File: src/rtl/demux_pkg.sv
// Shared definitions for the lane mux/demux pair: lane count, lane pointer type,
// default byte width and the fill-state encoding used by the deserializer.
package demux_pkg;

   localparam int LANES              = 4;
   localparam int DEFAULT_DATA_WIDTH = 8;

   typedef logic [1:0] lane_idx_t;

   typedef enum logic {
      ST_EMPTY = 1'b0,
      ST_FILL  = 1'b1
   } fill_state_t;

   // The fill state is never stored separately; it is a view of the lane pointer.
   function automatic fill_state_t state_of(input lane_idx_t ptr);
      return (ptr == '0) ? ST_EMPTY : ST_FILL;
   endfunction

endpackage

File: src/rtl/demux_flush_timer.sv
// Idle timer for a partially filled group: counts consecutive idle cycles while
// armed and pulses expire on the FLUSH_CYCLES-th one. FLUSH_CYCLES=0 disables it.
module demux_flush_timer
   import demux_pkg::*;
#(
   parameter int FLUSH_CYCLES = 16
) (
   input  logic aclk,
   input  logic reset_L,
   input  logic run,
   input  logic clr,
   output logic expire
);

   generate
      if (FLUSH_CYCLES == 0) begin : g_no_flush
         assign expire = 1'b0;
      end else begin : g_timer
         localparam int CW = $clog2(FLUSH_CYCLES + 1);
         localparam logic [CW-1:0] LAST_IDLE = CW'(FLUSH_CYCLES - 1);
         localparam logic [CW-1:0] SAT_IDLE  = CW'(FLUSH_CYCLES);

         logic [CW-1:0] idle_cnt_q;
         logic [CW-1:0] idle_cnt_d;

         assign expire = run && !clr && (idle_cnt_q == LAST_IDLE);

         always_comb begin
            idle_cnt_d = idle_cnt_q;
            if (clr || expire) begin
               idle_cnt_d = '0;
            end else if (run && (idle_cnt_q != SAT_IDLE)) begin
               idle_cnt_d = idle_cnt_q + CW'(1);
            end
         end

         always_ff @(posedge aclk or negedge reset_L) begin
            if (!reset_L) begin
               idle_cnt_q <= '0;
            end else begin
               idle_cnt_q <= idle_cnt_d;
            end
         end
      end
   endgenerate

endmodule

File: src/rtl/demux_l2_1to4.sv
// Receive-side deserializer: distributes a serial byte stream round-robin onto 4 lanes,
// delivering complete groups at once and flushing partial groups after an idle timeout.
module demux_l2_1to4
   import demux_pkg::*;
#(
   parameter int DATA_WIDTH   = DEFAULT_DATA_WIDTH,
   parameter int FLUSH_CYCLES = 16
) (
   input  logic                  aclk,
   input  logic                  reset_L,
   input  logic                  valid_in,
   input  logic [DATA_WIDTH-1:0] data_in,
   output logic                  valid_out0,
   output logic                  valid_out1,
   output logic                  valid_out2,
   output logic                  valid_out3,
   output logic [DATA_WIDTH-1:0] data_out0,
   output logic [DATA_WIDTH-1:0] data_out1,
   output logic [DATA_WIDTH-1:0] data_out2,
   output logic [DATA_WIDTH-1:0] data_out3,
   output logic                  busy
);

   localparam lane_idx_t LAST_LANE = lane_idx_t'(LANES - 1);

   lane_idx_t             ptr_q,  ptr_d;
   fill_state_t           state;
   logic [DATA_WIDTH-1:0] slot_q [LANES-1];
   logic [DATA_WIDTH-1:0] slot_d [LANES-1];
   logic [DATA_WIDTH-1:0] dout_q [LANES];
   logic [DATA_WIDTH-1:0] dout_d [LANES];
   logic [LANES-1:0]      vout_q, vout_d;
   logic                  busy_q;
   logic                  timer_run;
   logic                  timer_clr;
   logic                  flush;

   assign state     = state_of(ptr_q);
   assign timer_run = (state == ST_FILL) && !valid_in;
   assign timer_clr = valid_in || (state == ST_EMPTY);

   demux_flush_timer #(
      .FLUSH_CYCLES (FLUSH_CYCLES)
   ) u_flush_timer (
      .aclk    (aclk),
      .reset_L (reset_L),
      .run     (timer_run),
      .clr     (timer_clr),
      .expire  (flush)
   );

   always_comb begin
      ptr_d  = ptr_q;
      slot_d = slot_q;
      dout_d = dout_q;
      vout_d = '0;
      unique case (state)
         ST_EMPTY: begin
            if (valid_in) begin
               slot_d[0] = data_in;
               ptr_d     = lane_idx_t'(1);
            end
         end
         ST_FILL: begin
            if (valid_in) begin
               if (ptr_q == LAST_LANE) begin
                  for (int k = 0; k < LANES - 1; k++) begin
                     dout_d[k] = slot_q[k];
                  end
                  dout_d[LANES-1] = data_in;
                  vout_d          = '1;
                  ptr_d           = '0;
               end else begin
                  for (int k = 1; k < LANES - 1; k++) begin
                     if (ptr_q == lane_idx_t'(k)) begin
                        slot_d[k] = data_in;
                     end
                  end
                  ptr_d = ptr_q + lane_idx_t'(1);
               end
            end else if (flush) begin
               // Only the lanes already filled are delivered; the rest keep their old data.
               for (int k = 0; k < LANES - 1; k++) begin
                  if (lane_idx_t'(k) < ptr_q) begin
                     dout_d[k] = slot_q[k];
                     vout_d[k] = 1'b1;
                  end
               end
               ptr_d = '0;
            end
         end
         default: ;
      endcase
   end

   always_ff @(posedge aclk or negedge reset_L) begin
      if (!reset_L) begin
         ptr_q  <= '0;
         vout_q <= '0;
         busy_q <= 1'b0;
         for (int k = 0; k < LANES - 1; k++) begin
            slot_q[k] <= '0;
         end
         for (int k = 0; k < LANES; k++) begin
            dout_q[k] <= '0;
         end
      end else begin
         ptr_q  <= ptr_d;
         vout_q <= vout_d;
         busy_q <= (ptr_d != '0);
         slot_q <= slot_d;
         dout_q <= dout_d;
      end
   end

   assign valid_out0 = vout_q[0];
   assign valid_out1 = vout_q[1];
   assign valid_out2 = vout_q[2];
   assign valid_out3 = vout_q[3];
   assign data_out0  = dout_q[0];
   assign data_out1  = dout_q[1];
   assign data_out2  = dout_q[2];
   assign data_out3  = dout_q[3];
   assign busy       = busy_q;

endmodule

File: config.mk
export PLATFORM = sky130hd
export DESIGN_NAME = demux_l2_1to4
export DESIGN_NICKNAME = d
export VERILOG_FILES = /design/src/rtl/demux_pkg.sv /design/src/rtl/demux_flush_timer.sv /design/src/rtl/demux_l2_1to4.sv
export SDC_FILE = /design/constraint.sdc
export NUM_CORES = 1
export LEC_CHECK = 0
export BUFFER_PORTS_ARGS = -buffer_cell sky130_fd_sc_hd__buf_2
export CORE_ASPECT_RATIO = 0.7
export CORE_MARGIN = 1
export CORE_UTILIZATION = 55
export DETAILED_ROUTE_END_ITERATION = 10
export PLACE_DENSITY = 0.78
export SYNTH_ARGS = -nofsm -noshare
export SYNTH_HDL_FRONTEND = slang
export SYNTH_SLANG_ARGS = --single-unit
File: constraint.sdc
create_clock -name aclk -period 2.3 [get_ports aclk]
set_input_delay 0.23 -clock aclk [delete_from_list [all_inputs] [get_ports aclk]]
set_output_delay 0.23 -clock aclk [all_outputs]
set_load 0.03 [all_outputs]
Yosys cells after proc, flatten, opt, wreduce, memory -nomap -nowiden. Index checks and enable logic that the tools add are counted. W data, S select, Z words.

Input bits: 11. Output and inout bits: 37. Logic and storage cells: 68. Register bits: 68.

Add/subtract/negate cells: 2. Bitwise gates (word level): 2. $lt $le $gt $ge: 3. Reduce and logical (&&, ||, !) cells: 22. Muxes and demuxes: 22. Eq/ne operators: 6.

Operators with widths (number): $mux W24 (2); $mux W32 (1); $mux W8 (3); $reduce_and A4 Y1 (5); $reduce_bool A2 Y1 (6); $mux W5 (2); $mux W2 (4); $mux W4 (2); $mux W3 (2); $add A5 B1 Y5 const B (1); $eq A5 B4 Y1 const B (1); $mux W1 (5); $ne A5 B5 Y1 const B (1); $eq A2 B2 Y1 const B (2); $logic_and A1 B1 Y1 (4); $lt A1 B2 Y1 const A (2); $pmux W2 S2 (1); $reduce_and A3 Y1 (1); $add A2 B1 Y2 const B (1); $eq A2 B1 Y1 const B (1); $logic_not A1 Y1 (2); $logic_not A2 Y1 (1); $logic_or A1 B1 Y1 (2); $lt A2 B2 Y1 const A (1); other kinds (3) (4).

Logic depth before layout (Yosys ltp).
Depth in word-level cells: 9. Gate-level depth with buffers: 7. Gate-level depth less buffers: 6.

Hierarchy. A second synthesis with hierarchy kept.

Cell total of the unflattened synthesis: 191. Area total of the unflattened synthesis: 2841.5 µm².

Modules (own cells, without submodules): demux_l2_1to4 (area each 2532.4 µm², cells each 156, times used 1, seq. area each 1576.5 µm²); demux_flush_timer (area each 309.0 µm², cells each 35, times used 1, seq. area each 125.1 µm²).

Worst setup path after synthesis. OpenSTA, ideal clock, no wires.

Kind: register to register. Start: register u_flush_timer.g_timer.idle_cnt_q[0]. End: register dout_q (netlist bit data_out1[0]). Clock period less this slack: 2046 ps. Arrival: 1921 ps. Setup slack: 254 ps. Setup time: 125 ps. Cell stages (with the launch flop): 7. Path through: dfrtp_1 > ha_1 > and3_1 > ha_1 > nor2b_1 > a31oi_2 > mux2_2.

Cells in the longest elaborated chain, start to end: 4.

Ends and longest elaborated chain: start, declared (RTL line demux_flush_timer.sv:23) `logic [CW-1:0] idle_cnt_q;`; start signal, assigned (RTL line demux_flush_timer.sv:41) `idle_cnt_q <= idle_cnt_d;`; $eq A5 B4 Y1 (RTL line demux_flush_timer.sv:26) `assign expire = run && !clr && (idle_cnt_q == LAST_IDLE);`; $logic_and A1 B1 Y1 (RTL line demux_flush_timer.sv:26); $reduce_bool A2 Y1 (no source line); $reduce_and A4 Y1 (no source line); end signal, assigned (RTL line demux_l2_1to4.sv:112) `dout_q <= dout_d;`; end, declared (RTL line demux_l2_1to4.sv:30) `logic [DATA_WIDTH-1:0] dout_q [LANES];`.

No other way between the ends. A chain may end at the register's enable or synchronous reset.

Final worst setup path.
Start: register u_flush_timer.g_timer.idle_cnt_q[0]. End: register dout_q (netlist bit data_out2[5]).

Same word-level chain as after synthesis.

==> impl_results.rst <==
.. list-table::
   :header-rows: 1

   * - Metric
     - Value
   * - Required time of the critical path
     - 2.53 ns
   * - Clock sink total
     - 68
   * - # IOs
     - 48
   * - Fraction of power consumed by combinational cells
     - 0.401
   * - Category of the worst setup path launch point
     - register
   * - Area after detailed placement
     - 3140 µm²
   * - Most frequent cells in the layout
     - 68 x dfrtp_1, 47 x buf_2, 40 x mux2_2
   * - RSZ-0062 raised after global routing
     - no
   * - Area of the mapped netlist
     - 2820 µm²
   * - Number of endpoints failing setup at the final stage
     - 0
   * - # port buffers
     - 47
   * - DRC violation count after routing
     - 0
   * - Maximum buffer depth of the clock tree
     - 2
   * - Relative slew margins
     - 0.496
   * - Worst reg2reg setup slack
     - 0.19 ns
   * - Later-pin clock latency in the skew report
     - 0.35 ns
   * - FMAX
     - 474 MHz
   * - Kind of capture point of the worst setup path
     - register
   * - Synth Flop Type
     - dfrtp_1
   * - Ratio of final minimum period to clock period
     - 0.918
   * - Final hold violation count
     - 0
   * - Gate Count Post-Synth
     - 195
   * - Util after Layout
     - 0.690
   * - P_int
     - 0.00309 W
   * - Part of the power in the clock network
     - 0.197
   * - Row count
     - 21
   * - Routability Congestion
     - 0.758
   * - Async set-reset flop share out of synthesis
     - 1.00
   * - Wire length of the first global-routing pass
     - 7.98 mm
   * - Post-CTS Setup Repair Bufs
     - 0
   * - Post-synthesis mux area share
     - 0.209
   * - Leakage power summed over all cells
     - 1.65 nW
   * - Pins over their slew limit
     - 0
   * - Post-Synthesis Net Count
     - 213
   * - CTS tree
     - done
   * - Fin Setup TNS
     - 0 ns
   * - Total of flip-flops plus latches after synthesis
     - 68
   * - Classification of the worst-slack hold path
     - in2reg
   * - Critical path arrival
     - 2.34 ns
   * - Setup WS pre-CTS
     - 0.202 ns
   * - Root Driver
     - clkbuf_8
   * - Antenna-violating nets left
     - 0
   * - Number of nets in the layout
     - 270
   * - Height of the chip
     - 61.9 µm
   * - Synth Area in XOR/XNOR
     - 0.00931
   * - Number of max-capacitance violations reported
     - 0
   * - Adder-Cell Fraction of Synth Area
     - 0.0310
   * - Number of antenna violations at the first check in global routing
     - 0
   * - Switching portion of total power
     - 0.380
   * - Simple logic cell fraction of the synthesized area
     - 0.0492
   * - Sequential cell area fraction in the yosys report
     - 0.603
   * - Fraction of layout instances using a drive strength above 1
     - 0.475
   * - Type of the worst setup path
     - reg2reg
   * - Sum of internal, switching and leakage power
     - 0.00498 W
   * - Switching Power
     - 0.00189 W
   * - Width of the die
     - 87.6 µm
   * - First-pass iteration count of the detailed router
     - 4
   * - Final non-filler cell area
     - 3350 µm²
   * - Count of antenna diodes in the layout
     - 0
   * - # H-tree levels
     - 3
   * - Synth Area in Compound Gates
     - 0.0643
   * - HPWL after detailed placement
     - 3.48 mm
   * - Outcome
     - finished clean
   * - Tot GR Track Use
     - 0.213
   * - CTS Buf Count
     - 9
   * - Detailed-route vias per instance
     - 5.16
   * - EDFF count, synth
     - 0
   * - Average wire length per cell after detail routing
     - 15.6 µm
   * - Transition time at the pin with the least slew margin
     - 0.746 ns
   * - Clock Skew
     - 0.00580 ns
   * - Area of the core region
     - 4860 µm²
   * - Count of different cell masters after synthesis
     - 34
   * - Average cell area after synthesis
     - 14.5 µm²
   * - IR Drop Worst-Case VDD
     - 0.695 mV
   * - Reg clk slew, reported paths
     - 0.07 ns
   * - Main combinational cell family by area after synthesis
     - multiplexers
   * - Final worst setup slack
     - 0.188 ns
   * - Yosys warns
     - 0
   * - Initial standard-cell utilization of the core
     - 0.581
   * - Number of resized instances in the post-cts repair step
     - 0
   * - Maximum number of pins on one net before global-route repair
     - 38
   * - Wire length after detailed routing
     - 5.08 mm
   * - Number of DRC markers after the initial detailed-route iteration
     - 63
   * - Highest fanout seen on the critical path
     - 9
   * - Leading cell type in the layout, fill and taps excluded
     - dfrtp_1
   * - Congestion Overflow GR
     - 0
   * - P per Cell Area
     - 1480 nW/µm²
   * - Vias
     - 1683
   * - Clock period minus final worst setup slack
     - 2.11 ns
   * - Seq pwr share
     - 0.402
   * - Area added between synthesis and finish
     - 18.8%
   * - Die area
     - 5430 µm²
   * - Vias in the first global route
     - 1588
   * - Number of hold buffers added after cts
     - 1
==> power groups by stage <==
| stage | logic (W) | registers [W] | clock network, W |
|---|---|---|---|
| 2_1_floorplan | 0.000951 | 0.00254 | 0 |
| 3_3_place_gp | 0.00195 | 0.00201 | 0 |
| 3_5_place_dp | 0.00200 | 0.00202 | 0 |
| 4_1_cts | 0.00202 | 0.00201 | 0.000999 |
| 5_1_grt | 0.00217 | 0.00207 | 0.00105 |
| 6_report | 0.00200 | 0.00200 | 0.000980 |
==> per-stage QoR <==
| step | hold WS [ns] | cells |
|---|---|---|
| 6_report | 0.184 | 326 |
| 3_3_place_gp | 0.320 | 309 |
| 3_5_place_dp | 0.331 | 309 |
| 2_1_floorplan | -0.0656 | 195 |
| 4_1_cts | 0.174 | 326 |
| 5_1_grt | 0.182 | 326 |
==> synthesized netlist by cell type (3+ instances only) <==
cell type,count,area (µm²)
nor2_1,4,15.0
o21ai_0,9,45.0
buf_6,3,33.8
mux2_4,8,120
mux2_2,40,450
dfrtp_1,68,1700
o31ai_1,8,60.1
inv_1,10,37.5
nand2_1,9,33.8
ha_1,7,87.6
==> flip-flops by register name (all words and copies together), names as in the netlist <==
name / count
data_out3: 8
u_flush_timer.g_timer.idle_cnt_q: 5
slot_q: 24
busy: 1
data_out0: 8
vout_q: 4
data_out1: 8
data_out2: 8
ptr_q: 2
==> metal layers <==
metal	global-route usage	wire length, µm
met5	0	0
met4	0.105	88
met3	0.0740	205
met2	0.305	2240
met1	0.294	2550
==> final cells by class <==
| type | count | area (µm²) |
|---|---|---|
| Clock buffer | 10 | 138 |
| Clock inverter | 6 | 63.8 |
| Fill cell | 363 | 1510 |
| Inverter | 10 | 37.5 |
| Multi-Input combinational cell | 109 | 1020 |
| Sequential cell | 68 | 1700 |
| Tap cell | 69 | 86.3 |
| Timing Repair Buffer | 54 | 303 |
==> final timing paths <==
check	endpoint	startpoint	depth (start not counted)
setup / recovery	data_out2[5]$_DFFE_PN0P_	u_flush_timer.g_timer.idle_cnt_q[0]$_DFFE_PN0P_	6
hold / removal	slot_q[13]$_DFFE_PN0P_	data_in[5]	2
setup reg to reg	data_out2[5]$_DFFE_PN0P_	u_flush_timer.g_timer.idle_cnt_q[0]$_DFFE_PN0P_	6
hold reg to reg	data_out3[2]$_DFFE_PN0P_	data_out3[2]$_DFFE_PN0P_	1
max in group asynchronous	slot_q[5]$_DFFE_PN0P_	reset_L	3
min in group asynchronous	u_flush_timer.g_timer.idle_cnt_q[2]$_DFFE_PN0P_	reset_L	2
==> worst max-delay path, cell delays in order (launching register included) <==
cell     delay, ns
dfrtp_1       0.40
ha_1          0.22
and3_1        0.18
ha_1          0.23
nor2b_1       0.19
a31oi_4       0.38
mux2_2        0.39
==> logic make-up (layout without fill, tap and decap cells) <==
kind of cell | Yosys count | in the layout
DFF | 68 | 68
muxes | 50 | 50
and+or+nand+nor | 24 | 24
buffers and inverters | 18 | 80
AOI/OAI and AO/OA | 25 | 25
adders and majority gates | 7 | 7
xor gates and xnor gates | 3 | 3
Power figures use the tool's default switching activity.
